<file path="config.mk">
export PLATFORM = sky130hd
export DESIGN_NAME = ecc_secded_pipe
export DESIGN_NICKNAME = d
export VERILOG_FILES = /design/src/rtl/ecc_pkg.sv /design/src/rtl/ecc_secded_core.sv /design/src/rtl/ecc_secded_pipe.sv
export SDC_FILE = /design/constraint.sdc
export NUM_CORES = 1
export LEC_CHECK = 0
export CAP_MARGIN = 20
export CELL_PAD_IN_SITES_DETAIL_PLACEMENT = 1
export CELL_PAD_IN_SITES_GLOBAL_PLACEMENT = 1
export CORE_MARGIN = 2
export CORE_UTILIZATION = 30
export CTS_CLUSTER_SIZE = 20
export DETAILED_ROUTE_END_ITERATION = 8
export GPL_TIMING_DRIVEN = 0
export PLACE_DENSITY = 0.67
export RECOVER_POWER = 100
export SETUP_SLACK_MARGIN = 0.1
export SYNTH_ARGS = -nofsm -noshare
export SYNTH_HDL_FRONTEND = slang
export SYNTH_SLANG_ARGS = --single-unit
</file>
<file path="constraint.sdc">
create_clock -name clk -period 4.68 [get_ports clk]
set_input_delay 0.936 -clock clk [delete_from_list [all_inputs] [get_ports clk]]
set_output_delay 0.936 -clock clk [all_outputs]
set_load 0.1 [all_outputs]
</file>
<file path="src/rtl/ecc_pkg.sv">
// Shared types and helpers for the Hsiao SEC-DED pipeline.
package ecc_pkg;

  typedef enum logic {
    ECC_OP_ENCODE = 1'b0,
    ECC_OP_DECODE = 1'b1
  } ecc_op_e;

  // Widest check field any supported configuration needs.
  localparam int ECC_MAX_WIDTH = 8;

  // Number of check bits that pairs with a given data width.
  function automatic int eccWidthFor(input int dataWidth);
    return (dataWidth <= 32) ? 7 : 8;
  endfunction

  function automatic int popCount(input int value, input int nBits);
    int ones;
    ones = 0;
    for (int b = 0; b < nBits; b++) begin
      ones += (value >> b) & 1;
    end
    return ones;
  endfunction

  // Hsiao data column: weight-3 codes in ascending order, then weight-5 codes.
  function automatic logic [ECC_MAX_WIDTH-1:0] hColumn(input int index, input int eccWidth);
    logic [ECC_MAX_WIDTH-1:0] result;
    int found;
    result = '0;
    found  = 0;
    for (int w = 3; w <= 5; w += 2) begin
      for (int v = 1; v < (1 << eccWidth); v++) begin
        if (popCount(v, eccWidth) == w) begin
          if (found == index) begin
            result = v[ECC_MAX_WIDTH-1:0];
          end
          found++;
        end
      end
    end
    return result;
  endfunction

endpackage

</file>
<file path="src/rtl/ecc_secded_core.sv">
// Combinational Hsiao check-bit generator and single-error corrector.
// The generator and the corrector are independent paths so the pipeline can
// use the generator on the incoming word while correcting the staged word.
module ecc_secded_core
  import ecc_pkg::*;
#(
  parameter int DATA_WIDTH = 64,
  parameter int ECC_WIDTH  = 8
) (
  input  logic [DATA_WIDTH-1:0] genData_i,
  output logic [ECC_WIDTH-1:0]  genEcc_o,
  input  logic [DATA_WIDTH-1:0] fixData_i,
  input  logic [ECC_WIDTH-1:0]  fixSyndrome_i,
  output logic [DATA_WIDTH-1:0] fixData_o,
  output logic                  fixSbe_o,
  output logic                  fixUe_o
);

  logic [ECC_WIDTH-1:0] hCol [DATA_WIDTH];
  logic                 colHit;

  for (genvar i = 0; i < DATA_WIDTH; i++) begin : g_col
    localparam logic [ECC_MAX_WIDTH-1:0] COL = hColumn(i, ECC_WIDTH);
    assign hCol[i] = COL[ECC_WIDTH-1:0];
  end

  // Check bits: XOR of the H columns of every set data bit.
  always_comb begin
    genEcc_o = '0;
    for (int i = 0; i < DATA_WIDTH; i++) begin
      if (genData_i[i]) begin
        genEcc_o = genEcc_o ^ hCol[i];
      end
    end
  end

  // Classify the syndrome and flip the data bit whose column it matches.
  always_comb begin
    fixData_o = fixData_i;
    fixSbe_o  = 1'b0;
    fixUe_o   = 1'b0;
    colHit    = 1'b0;
    for (int i = 0; i < DATA_WIDTH; i++) begin
      if (fixSyndrome_i == hCol[i]) begin
        fixData_o[i] = ~fixData_i[i];
        colHit       = 1'b1;
      end
    end
    if (fixSyndrome_i != '0) begin
      if (colHit || $onehot(fixSyndrome_i)) begin
        fixSbe_o = 1'b1;
      end else begin
        fixUe_o = 1'b1;
      end
    end
  end

endmodule

</file>
<file path="src/rtl/ecc_secded_pipe.sv">
// Two-stage SEC-DED encode/decode pipeline with valid/ready handshakes,
// saturating error counters and a first-uncorrectable-error log.
module ecc_secded_pipe
  import ecc_pkg::*;
#(
  parameter int DATA_WIDTH = 64,
  parameter int ECC_WIDTH  = 8,
  parameter int TAG_WIDTH  = 8,
  parameter int CNT_WIDTH  = 16
) (
  input  logic                            clk,
  input  logic                            rst_n,
  input  logic                            in_valid,
  output logic                            in_ready,
  input  logic                            in_op,
  input  logic [DATA_WIDTH-1:0]           in_data,
  input  logic [ECC_WIDTH-1:0]            in_ecc,
  input  logic [TAG_WIDTH-1:0]            in_tag,
  input  logic [ECC_WIDTH+DATA_WIDTH-1:0] inj_mask,
  output logic                            out_valid,
  input  logic                            out_ready,
  output logic [DATA_WIDTH-1:0]           out_data,
  output logic [ECC_WIDTH-1:0]            out_ecc,
  output logic [ECC_WIDTH-1:0]            out_syndrome,
  output logic                            out_sbe,
  output logic                            out_ue,
  output logic [TAG_WIDTH-1:0]            out_tag,
  input  logic                            cnt_clr,
  output logic [CNT_WIDTH-1:0]            sbe_cnt,
  output logic [CNT_WIDTH-1:0]            ue_cnt,
  output logic                            log_valid,
  output logic [ECC_WIDTH-1:0]            log_syndrome,
  output logic [TAG_WIDTH-1:0]            log_tag
);

  if (!((DATA_WIDTH == 32 || DATA_WIDTH == 64) && ECC_WIDTH == eccWidthFor(DATA_WIDTH))) begin : g_bad_params
    $error("ecc_secded_pipe: DATA_WIDTH must be 32 (ECC_WIDTH 7) or 64 (ECC_WIDTH 8)");
  end

  ecc_op_e                 inOp;
  logic [ECC_WIDTH-1:0]    genEcc;
  logic [DATA_WIDTH-1:0]   fixData;
  logic                    fixSbe;
  logic                    fixUe;

  logic                    s1Valid_q;
  ecc_op_e                 s1Op_q;
  logic [DATA_WIDTH-1:0]   s1Data_q, s1Data_d;
  logic [ECC_WIDTH-1:0]    s1Ecc_q, s1Ecc_d;
  logic [ECC_WIDTH-1:0]    s1Syn_q, s1Syn_d;
  logic [TAG_WIDTH-1:0]    s1Tag_q;

  logic                    outValid_q;
  logic [DATA_WIDTH-1:0]   outData_q, outData_d;
  logic [ECC_WIDTH-1:0]    outEcc_q;
  logic [ECC_WIDTH-1:0]    outSyn_q;
  logic                    outSbe_q, outSbe_d;
  logic                    outUe_q, outUe_d;
  logic [TAG_WIDTH-1:0]    outTag_q;

  logic [CNT_WIDTH-1:0]    sbeCnt_q;
  logic [CNT_WIDTH-1:0]    ueCnt_q;
  logic                    logValid_q;
  logic [ECC_WIDTH-1:0]    logSyn_q;
  logic [TAG_WIDTH-1:0]    logTag_q;

  logic                    s2Open;
  logic                    outFire;

  assign inOp    = ecc_op_e'(in_op);
  assign s2Open  = !outValid_q || out_ready;
  assign in_ready = !s1Valid_q || s2Open;
  assign outFire = outValid_q && out_ready;

  ecc_secded_core #(
    .DATA_WIDTH (DATA_WIDTH),
    .ECC_WIDTH  (ECC_WIDTH)
  ) u_core (
    .genData_i     (in_data),
    .genEcc_o      (genEcc),
    .fixData_i     (s1Data_q),
    .fixSyndrome_i (s1Syn_q),
    .fixData_o     (fixData),
    .fixSbe_o      (fixSbe),
    .fixUe_o       (fixUe)
  );

  // Stage-1 payload: injected codeword for ENCODE, stored ecc plus syndrome for DECODE.
  always_comb begin
    s1Data_d = in_data;
    s1Ecc_d  = in_ecc;
    s1Syn_d  = genEcc ^ in_ecc;
    if (inOp == ECC_OP_ENCODE) begin
      s1Data_d = in_data ^ inj_mask[DATA_WIDTH-1:0];
      s1Ecc_d  = genEcc ^ inj_mask[DATA_WIDTH +: ECC_WIDTH];
      s1Syn_d  = '0;
    end
  end

  // Stage-1 register: loads whenever it is empty or draining into stage 2.
  always_ff @(posedge clk or negedge rst_n) begin
    if (!rst_n) begin
      s1Valid_q <= 1'b0;
      s1Op_q    <= ECC_OP_ENCODE;
      s1Data_q  <= '0;
      s1Ecc_q   <= '0;
      s1Syn_q   <= '0;
      s1Tag_q   <= '0;
    end else if (in_ready) begin
      s1Valid_q <= in_valid;
      if (in_valid) begin
        s1Op_q   <= inOp;
        s1Data_q <= s1Data_d;
        s1Ecc_q  <= s1Ecc_d;
        s1Syn_q  <= s1Syn_d;
        s1Tag_q  <= in_tag;
      end
    end
  end

  // Stage-2 result: corrected data and flags for DECODE, pass-through for ENCODE.
  always_comb begin
    outData_d = s1Data_q;
    outSbe_d  = 1'b0;
    outUe_d   = 1'b0;
    if (s1Op_q == ECC_OP_DECODE) begin
      outData_d = fixData;
      outSbe_d  = fixSbe;
      outUe_d   = fixUe;
    end
  end

  // Stage-2 register: holds its result until the consumer takes it.
  always_ff @(posedge clk or negedge rst_n) begin
    if (!rst_n) begin
      outValid_q <= 1'b0;
      outData_q  <= '0;
      outEcc_q   <= '0;
      outSyn_q   <= '0;
      outSbe_q   <= 1'b0;
      outUe_q    <= 1'b0;
      outTag_q   <= '0;
    end else if (s2Open) begin
      outValid_q <= s1Valid_q;
      if (s1Valid_q) begin
        outData_q <= outData_d;
        outEcc_q  <= s1Ecc_q;
        outSyn_q  <= s1Syn_q;
        outSbe_q  <= outSbe_d;
        outUe_q   <= outUe_d;
        outTag_q  <= s1Tag_q;
      end
    end
  end

  // Saturating event counters; a clear beats a coincident event.
  always_ff @(posedge clk or negedge rst_n) begin
    if (!rst_n) begin
      sbeCnt_q <= '0;
      ueCnt_q  <= '0;
    end else if (cnt_clr) begin
      sbeCnt_q <= '0;
      ueCnt_q  <= '0;
    end else begin
      if (outFire && outSbe_q && (sbeCnt_q != '1)) begin
        sbeCnt_q <= sbeCnt_q + 1'b1;
      end
      if (outFire && outUe_q && (ueCnt_q != '1)) begin
        ueCnt_q <= ueCnt_q + 1'b1;
      end
    end
  end

  // Capture only the first uncorrectable error until the next clear.
  always_ff @(posedge clk or negedge rst_n) begin
    if (!rst_n) begin
      logValid_q <= 1'b0;
      logSyn_q   <= '0;
      logTag_q   <= '0;
    end else if (cnt_clr) begin
      logValid_q <= 1'b0;
      logSyn_q   <= '0;
      logTag_q   <= '0;
    end else if (outFire && outUe_q && !logValid_q) begin
      logValid_q <= 1'b1;
      logSyn_q   <= outSyn_q;
      logTag_q   <= outTag_q;
    end
  end

  assign out_valid    = outValid_q;
  assign out_data     = outData_q;
  assign out_ecc      = outEcc_q;
  assign out_syndrome = outSyn_q;
  assign out_sbe      = outSbe_q;
  assign out_ue       = outUe_q;
  assign out_tag      = outTag_q;
  assign sbe_cnt      = sbeCnt_q;
  assign ue_cnt       = ueCnt_q;
  assign log_valid    = logValid_q;
  assign log_syndrome = logSyn_q;
  assign log_tag      = logTag_q;

endmodule

</file>
==> impl_metrics.json <==
{
  "status": "finished, violations left",
  "violations": "max-capacitance violations, max-slew violations",
  "final_nets": 1813,
  "grt_max_degree": 108,
  "place.gp.congestion": 0.866,
  "fin_ws_ns": 0.712,
  "cts_buffers": 27,
  "drive_gt1_share_pct": 4.61,
  "netlist_top_cells_area": "dfrtp_1 45%, xnor2_1 14%, xnor3_1 6.0%",
  "crit_fanout": 5,
  "drtIter0Drc": 521,
  "worst_slew_pin_slew_ns": 3.37,
  "ctsHoldBuffers": 0,
  "drv_slew": 56,
  "dp_slack_ns": 0.687,
  "path_delay_family": "buffers and inverters",
  "syn_inst": 1304,
  "hpwl_um": 37800,
  "rsz0062_at_grt": "no",
  "end_kind": "output pin",
  "diodes": 0,
  "synthTopCellsByCount": "230 x dfrtp_1, 206 x xnor2_1, 170 x nor2_1",
  "io_buffers": 296,
  "syn-num-nets": 1486,
  "vias": 10500,
  "syn_to_final_growth_pct": 36.1,
  "finClkSkew_ns": 0.0252,
  "synth_edf_count": 0,
  "first_pass_iters": 5,
  "grt_use_met1_pct": 28.1,
  "die-area_mm2": 0.0445,
  "cap_violations": 1,
  "cts_sinks": 230,
  "max_freq_mhz": 252,
  "start_util_pct": 30.5,
  "grt_pass1_vias": 11300,
  "post_cts_buffers": 0,
  "async_reset_ff_share_pct": 100,
  "clk-insertion-delay-late_ns": 0.57,
  "syn_area_per_cell_um2": 9.84,
  "period_minus_slack_ns": 3.97,
  "use_met3_pct": 2.69,
  "yosysUniqueCellTypes": 49,
  "yosysTopAreaCellShare_pct": 44.8,
  "core_mm2": 0.0421,
  "grt_pass1_wl_um": 71200,
  "period_share_pct": 84.8,
  "die_w_um": 211,
  "ys_ff_latch": 230,
  "critPathMaxStageDelay_ns": 1.25,
  "yosys.area.top_type": "dfrtp_1",
  "ant_nets": 0,
  "regArea_mm2": 0.00576,
  "viasPerCell": 4.81,
  "setup_viol": 0,
  "clockBufferDepth": 3,
  "cts_tree": "yes",
  "final_core_util_pct": 41.4,
  "routed_wirelength_um": 46900,
  "wl_per_cell_um": 21.4,
  "drc": 0,
  "grt_use_met2_pct": 36.1,
  "path_clk_slew_ns": 0.06,
  "rows": 75,
  "worstSetupPathType": "input port to output pin",
  "path_cells": "dlygate4sd3_1 -> nand3b_1 -> dlygate4sd3_1",
  "htreeDepth": 1,
  "cp.arrival_ns": 3.03,
  "dpl-instance-area_mm2": 0.0165,
  "n_fill_cell": 4760,
  "finalInstanceArea_mm2": 0.0175,
  "critical_path_buf_inv_count": 2,
  "gr-usage-all-layers_pct": 21.3,
  "synth-main-ff-cell": "dfrtp_1",
  "p_leak_nw": 7.21,
  "ys_seq_area_share_pct": 44.8,
  "ir_drop_uv": 297,
  "die_y_um": 211,
  "grt_overflow": 0,
  "antenna_found_initial": 0,
  "multiInputGateArea_mm2": 0.00677,
  "powerDensity_mw_per_mm2": 558,
  "synth_most_common_cell": "dfrtp_1",
  "timing_hold_violations_final": 0,
  "clockRootBuffer": "clkbuf_16",
  "grt-busiest-layer": "met2",
  "required_ns": 3.74,
  "slowest_stage": "dlygate4sd3_1",
  "postCtsResizedCells": 0,
  "crit_path_start_kind": "input port",
  "ioPinCount": 299,
  "hold_path.class": "flop to flop",
  "yosys_warnings": 0,
  "slew_headroom_pct": -124,
  "synth_area_mm2": 0.0128,
  "crit_top_cell": "dlygate4sd3_1"
}
-- path summary, 6_finish.rpt --
| path | slack, ns | end | start | cells past startpoint |
|---|---|---|---|---|
| worst max-delay path | 0.71 | in_ready | out_ready | 3 |
| worst max register to register | 1.36 | out_sbe | s1Syn_q[4] | 10 |
| max in group asynchronous | 1.16 | log_tag[3] | rst_n | 3 |
| worst min-delay path | 0.47 | s1Tag_q[2] | s1Tag_q[2] | 2 |
| worst min register to register | 0.47 | s1Tag_q[2] | s1Tag_q[2] | 2 |
| min in group asynchronous | 1.49 | s1Data_q[25] | rst_n | 1 |
-- registers in the layout, indices dropped and copies added (netlist names) --
register / flops
s1Tag_q: 8
out_tag: 8
sbe_cnt: 16
out_syndrome: 8
out_ecc: 8
out_valid: 1
log_syndrome: 8
s1Syn_q: 8
s1Valid_q: 1
s1Ecc_q: 8
s1Data_q: 64
out_sbe: 1
log_tag: 8
s1Op_q: 1
out_data: 64
log_valid: 1
out_ue: 1
ue_cnt: 16
-- layout make-up --
class,instances,area share (%)
Buffer,60,1.34
Timing Repair Buffer,298,17.2
Multi-Input combinational cell,995,38.8
Clock inverter,17,1.39
Inverter,19,0.408
Tap cell,539,3.86
Sequential cell,230,33.0
Clock buffer,31,4.01
-- stage by stage --
step / cells / setup TNS, ns / hold slack [ns] / power [mW]
after global routing: 2189 / 0 / 0.496 / 10.2
after detailed placement: 2141 / 0 / 0.457 / 7.64
after floorplan: 1304 / 0 / 0.440 / 6.13
after global placement: 2139 / -1724.19 / 0.452 / 7.55
final: 2189 / 0 / 0.471 / 9.75
after CTS: 2189 / 0 / 0.302 / 9.95
-- power by group --
group | total [mW] | switching (mW) | internal (mW)
logic | 4.74 | 3.31 | 1.42
clock network | 2.27 | 0.913 | 1.36
registers | 2.74 | 0.339 | 2.40
-- worst reg2reg max path: cells and delay by family, from the launching register on --
family	cells	cell delay [ns]
compound gates	3	0.34
flops	1	0.50
simple gates	2	0.38
fa+ha+maj	5	2.01
-- kinds of logic (layout without fill, tap and decap cells) --
group / Yosys count / after routing / synth area share [%]
AND/OR/NAND/NOR: 463 / 463 / 16.2
XOR/XNOR: 277 / 277 / 23.2
flip-flops: 230 / 230 / 44.8
AO/OA/AOI/OAI: 204 / 204 / 8.47
buffers and inverters: 79 / 425 / 2.38
multiplexers: 27 / 27 / 2.34
adder cells (fa/ha/maj): 24 / 24 / 2.57
-- placed cells by master (no fill, tap or decap), types with 4 or more instances in the layout --
cell type        instances
a21oi_1                 73
and2_1                   5
and3_1                   7
bufinv_16                5
clkbuf_1                62
clkbuf_16               27
clkdlybuf4s50_1        148
clkinv_2                 5
clkinvlp_4               4
dfrtp_1                230
dlygate4sd3_1          147
fa_1                     4
ha_1                    20
inv_1                   18
mux2_2                  24
nand2_1                147
nand2b_1                20
nand3_1                 26
nand4_1                  8
nor2_1                 170
nor2b_1                 65
o21a_1                   4
o21ai_0                104
o22ai_1                  6
o31ai_1                  4
or3_1                    4
xnor2_1                206
xnor3_1                 34
xor2_1                  31
xor3_1                   4
-- metal layers --
metal / vias to the layer above / share of wire, % / wire [um]
met3: 66 / 3.5 / 1660
met2: 263 / 49 / 23000
met4: 0 / 3.4 / 1580
li1: 4938 / - / -
met1: 5262 / 44 / 20700
met5: - / 0 / 0
Power figures use the tool's default switching activity.
==> edit 1 (same settings) <==
Make the reset (`rst_n`) synchronous in 4 clocked blocks.
--- a/src/rtl/ecc_secded_pipe.sv
+++ b/src/rtl/ecc_secded_pipe.sv
@@ -98,7 +98,7 @@
   end
 
   // Stage-1 register: loads whenever it is empty or draining into stage 2.
-  always_ff @(posedge clk or negedge rst_n) begin
+  always_ff @(posedge clk) begin
     if (!rst_n) begin
       s1Valid_q <= 1'b0;
       s1Op_q    <= ECC_OP_ENCODE;
@@ -131,7 +131,7 @@
   end
 
   // Stage-2 register: holds its result until the consumer takes it.
-  always_ff @(posedge clk or negedge rst_n) begin
+  always_ff @(posedge clk) begin
     if (!rst_n) begin
       outValid_q <= 1'b0;
       outData_q  <= '0;
@@ -154,7 +154,7 @@
   end
 
   // Saturating event counters; a clear beats a coincident event.
-  always_ff @(posedge clk or negedge rst_n) begin
+  always_ff @(posedge clk) begin
     if (!rst_n) begin
       sbeCnt_q <= '0;
       ueCnt_q  <= '0;
@@ -172,7 +172,7 @@
   end
 
   // Capture only the first uncorrectable error until the next clear.
-  always_ff @(posedge clk or negedge rst_n) begin
+  always_ff @(posedge clk) begin
     if (!rst_n) begin
       logValid_q <= 1'b0;
       logSyn_q   <= '0;
Behaviour: differs if rst_n is asserted again (counterexample within 4 cycles, from zero or initial values and one cycle with rst_n low); with rst_n held inactive, the same outputs for 4 cycles.
==> edit 1 against the unedited design <==
Wire length increased by 5.5%. Register-to-register slack got worse by 200 ps. Area after synthesis decreased by 2.9%. Setup slack got worse by 26 ps. First-iteration DRC count increased by 23%. Sequential cell count unchanged. Cell area decreased by 2.4%. Worst hold slack got worse by 20 ps. Clock skew decreased by 8.6 ps. Largest cell class unchanged. Highest routed layer unchanged.
Power is not compared: it rests on default switching activity, and its combinational part moved more than twofold at a synthesized area within 25%.
==> edit 1: results (changes against the unedited design) <==
The tools report the arrival time at the worst endpoint as 3060 ps (was 3030 ps). The run gives 2,279 (was 2,189) as the count of non-filler cells in the finished layout. Pin count of the biggest net entering global routing: 14 (was 108). Worst slew margin relative to its limit: 25.86% (was -124.4%). The tools report the number of nets at the end of the flow as 1,908 (was 1,813). The TritonCTS buffer count is 28 (was 27).

In this run the static leakage power is 7.504 nW. For the minimum setup slack after placement, the log shows 637.6 ps (was 686.7 ps). The first-pass GRT wire length was 73,850 µm (was 71,240 µm). The worst flop-to-flop path startpoint is s1Syn_q[5] (was s1Syn_q[4]). The tools report the capture instance of the worst register-to-register path as out_ue (was out_sbe). The placed standard-cell area was 0.01610 mm² (was 0.01653 mm²). The tools report the total routing usage reported by global routing as 22.36% (was 21.26%). The total count of max-transition violations in the final report is 0 (was 56). The iteration-0 DRC count of the detailed router is 640 (was 521), and the fraction of layout cells with a size suffix above 1 is 2.862% (was 4.606%).

The unique cell type count in the Yosys netlist is 44 (was 49). The tools report the half-perimeter wire length of the detailed placement result as 40,090 µm (was 37,840 µm). The number of cells on the worst hold path is 2 (unchanged), and the clock skew after layout is 16.61 ps (was 25.22 ps).

Sequential element share of the synthesized area: 36.95% (was 44.84%). For the synthesized netlist cell count, the log shows 1,399 (was 1,304). Worst hold path endpoint: log_syndrome[4] (was s1Tag_q[2]).

The maximum level of the CTS H-tree is 1 (unchanged). Share of flip-flops with an asynchronous set or reset after synthesis: 0% (was 100.0%). Biggest area contributors in the synthesized netlist: sky130_fd_sc_hd__dfxtp_1 37%, sky130_fd_sc_hd__xnor2_1 11%, sky130_fd_sc_hd__o211a_1 10% (was sky130_fd_sc_hd__dfrtp_1 45%, sky130_fd_sc_hd__xnor2_1 14%, sky130_fd_sc_hd__xnor3_1 6.0%). The tools report the via count as 11.57k (was 10.53k). Total instance count after detailed placement: 2,228 (was 2,141). The root buffer selected by CTS is sky130_fd_sc_hd__clkbuf_16 (unchanged). The run gives 0 (unchanged) as the total grt overflow.

The quantity of I/O buffers inserted on ports was 297 (was 296); the synthesized net count was 1,581 (was 1,486). Leading cell types by count after synthesis: 230 x sky130_fd_sc_hd__dfxtp_1, 219 x sky130_fd_sc_hd__nand2_1, 155 x sky130_fd_sc_hd__xnor2_1 (was 230 x sky130_fd_sc_hd__dfrtp_1, 206 x sky130_fd_sc_hd__xnor2_1, 170 x sky130_fd_sc_hd__nor2_1). The run finished with clean final reports. The minimum setup slack among reg-to-reg paths was 1160 ps (was 1360 ps). The antenna cell count came out at 0 (unchanged).

The detailed-route wire length came out at 49,530 µm (was 46,950 µm). The via count of the first global-routing pass is 12.04k (was 11.35k). The commonest register cell after synthesis was sky130_fd_sc_hd__dfxtp_1 (was sky130_fd_sc_hd__dfrtp_1). The hold path startpoint is log_syndrome[4] (was s1Tag_q[2]). The number of setup buffers added after CTS was 0 (unchanged).
-- edit 1: changes by cell type in the layout (fill, tap and decap cells not counted), moves of 65 or more --
cell | before | now
sky130_fd_sc_hd__o211a_1 | 1 | 130
sky130_fd_sc_hd__dfxtp_1 | 0 | 230
sky130_fd_sc_hd__nand2_1 | 147 | 219
sky130_fd_sc_hd__dfrtp_1 | 230 | 0
sky130_fd_sc_hd__nand3_1 | 26 | 91
sky130_fd_sc_hd__nor2_1 | 170 | 36
-- edit 1: logic make-up after synthesis --
kind of cell               synth area share (%)
xor gates and xnor gates                  18.81
adders and majority gates                 2.651
buffers and inverters                     3.344
AOI/OAI and AO/OA                         17.81
muxes                                    0.5623
DFF                                       36.95
and+or+nand+nor                           19.87
-- edit 1: how the worst max path moves through the flow --
stage / from / endpoint / slack, ps / depth (start not counted)
3_5_place_dp: in_data[55] / s1Syn_q[7] / 640 / 8
6_report: out_ready / in_ready / 690 / 4
2_1_floorplan: out_valid / s1Data_q[35] / 1510 / 7
3_3_place_gp: in_data[41] / s1Ecc_q[0] / 700 / 8
5_1_grt: out_ready / in_ready / 600 / 4
4_1_cts: out_ready / in_ready / 820 / 4
-- edit 1: layer usage --
layer  wire (µm)  part of all wire [%]  track usage, %
met1       21480                    43           28.21
met2       22820                    46           37.36
met3        3611                   7.3           5.174
met4        1618                   3.3           7.801
met5           0                     0               0
-- edit 1: worst max-delay path, stage by stage --
cell and delay (ps):
sky130_fd_sc_hd__dlygate4sd3_1 610, sky130_fd_sc_hd__nor2b_1 120, sky130_fd_sc_hd__nand2_1 120, sky130_fd_sc_hd__dlygate4sd3_1 1260
-- edit 1: through the flow --
step	hold slack (ps)	utilization, %	power, mW
after floorplan	431.0	-	3.659
after global placement	445.7	39.34	4.389
after detailed placement	446.8	39.34	4.423
after CTS	454.7	41.67	6.703
after global routing	464.0	41.64	6.912
final	450.4	41.64	6.616
-- edit 1: layout make-up --
type | count | area, µm²
clock inverter | 7 | 110.1
inverter | 17 | 63.81
fill | 4780 | 23880
clock buffer | 44 | 842.1
sequential | 230 | 4604
multi-input combinational | 1059 | 7431
timing repair buffer | 297 | 2973
buffer | 93 | 352.8
tap | 532 | 665.6
-- edit 1: where the power goes --
group / switching, mW / internal (mW)
Sequential: 0.113 / 2.09
Clock: 0.858 / 1.39
Combinational: 1.33 / 0.832
==> edit 2 (same flow settings) <==
Without the edit above. `CNT_WIDTH`: 16 -> 32.
--- a/src/rtl/ecc_secded_pipe.sv
+++ b/src/rtl/ecc_secded_pipe.sv
@@ -6,7 +6,7 @@
   parameter int DATA_WIDTH = 64,
   parameter int ECC_WIDTH  = 8,
   parameter int TAG_WIDTH  = 8,
-  parameter int CNT_WIDTH  = 16
+  parameter int CNT_WIDTH  = 32
 ) (
   input  logic                            clk,
   input  logic                            rst_n,
Ports: changed (resized sbe_cnt and ue_cnt); port bits go from 299 to 331. No check against the original RTL was run, so the function may have changed too.
==> edit 2 against the unedited design <==
The flow still finishes with violations (capacitance limit, slew limit). Wire length is 8.4% higher. Combinational power is 5.7% lower. Sequential cell count rose by 32. Sequential share of layout area increased by 0.94 points. Area after synthesis up 10%. Critical path depth unchanged. Cell area grew 11%. Power rose by 2.4%. Count of clock-buffer cells in the layout increased by 12. Worst hold slack better by 5.4 ps. Setup slack lost 80 ps. Critical path type unchanged. Largest cell class unchanged. Highest routed layer unchanged.
==> edit 2: results (changes against the unedited design) <==
The flow ran to the end, but the final reports show violations. Violated checks: capacitance limit, slew limit (unchanged). Count of plain and timing-repair buffers: 392 (was 358). The total count of max-transition violations in the final report was 45 (was 56). The largest stage delay on the critical path is 1270 ps (was 1250 ps), and the synthesized net count is 1,634 (was 1,486).

The final estimated routing congestion in global placement was 0.8879 (was 0.8658); the first-pass GRT wire length was 77,870 µm (was 71,240 µm). The tools report the clock skew after layout as 19.25 ps (was 25.22 ps). The peak fanout along the critical path was 6 (was 5).

The area taken by flip-flops and latches was 0.006556 mm² (was 0.005756 mm²). Leading cell types by count after synthesis: 262 x sky130_fd_sc_hd__dfrtp_1, 228 x sky130_fd_sc_hd__xnor2_1, 198 x sky130_fd_sc_hd__nor2_1 (was 230 x sky130_fd_sc_hd__dfrtp_1, 206 x sky130_fd_sc_hd__xnor2_1, 170 x sky130_fd_sc_hd__nor2_1). The final design utilization came out at 41.54% (was 41.45%). The area used by multi-input combinational logic was 0.007298 mm² (was 0.006773 mm²); the register bit count reported by yosys was 262 (was 230).

The post-synthesis instance area came out at 0.01418 mm² (was 0.01283 mm²). The number of clock buffers in the layout is 43 (was 31). The number of filler cells placed in the layout was 5,271 (was 4,760); the detailed-route vias per instance was 4.832 (was 4.810). The hold path startpoint was s1Tag_q[1] (was s1Tag_q[2]). The placed standard-cell area was 0.01829 mm² (was 0.01653 mm²); the via count of the first global-routing pass was 12.64k (was 11.35k).

For the iteration-0 DRC count of the detailed router, the log shows 595 (was 521). The logs give 1 (unchanged) for the total of max-cap violations and 31 (was 27) for the TritonCTS buffer count.
edit 2: changes by cell type after synthesis, sizes merged, moves of 7 or more:
cell / change
dfrtp: +32
a22o: +17
nand3: +20
nand2b: -16
a21oi: +11
nor2: +28
o21ai: -10
xnor3: -14
xnor2: +25
and3: +7
xor2: +28
or3: +7
edit 2: logic make-up after synthesis:
| kind of cell | count (synthesis) | share of synthesized area [%] |
|---|---|---|
| xor gates and xnor gates | 312 | 21.54 |
| and+or+nand+nor | 531 | 17.21 |
| buffers and inverters | 80 | 2.153 |
| adders and majority gates | 24 | 2.330 |
| DFF | 262 | 46.24 |
| AOI/OAI and AO/OA | 218 | 8.551 |
| muxes | 25 | 1.977 |
edit 2: routing by layer:
metal / vias to the layer above / global-route usage (%) / part of all wire (%)
li1: 5527 / - / -
met2: 266 / 36.26 / 50
met5: - / 0 / 0
met4: 0 / 4.568 / 1.8
met1: 5980 / 26.90 / 44
met3: 50 / 2.656 / 3.9
edit 2: where the power goes:
group | internal [mW] | total (mW) | switching [mW]
sequential | 2.66 | 2.96 | 0.308
combinational | 1.31 | 4.47 | 3.16
clock | 1.56 | 2.54 | 0.981
total | 5.53 | 9.98 | 4.45
edit 2: worst paths after layout:
| check | cells past startpoint | slack [ps] | endpoint |
|---|---|---|---|
| setup / recovery | 3 | 630 | in_ready |
| hold / removal | 2 | 480 | s1Tag_q[1] |
| setup reg to reg | 10 | 1280 | out_sbe |
| hold reg to reg | 2 | 480 | s1Tag_q[1] |
| min in group asynchronous | 1 | 1230 | s1Data_q[40] |
| max in group asynchronous | 2 | 1800 | sbe_cnt[21] |
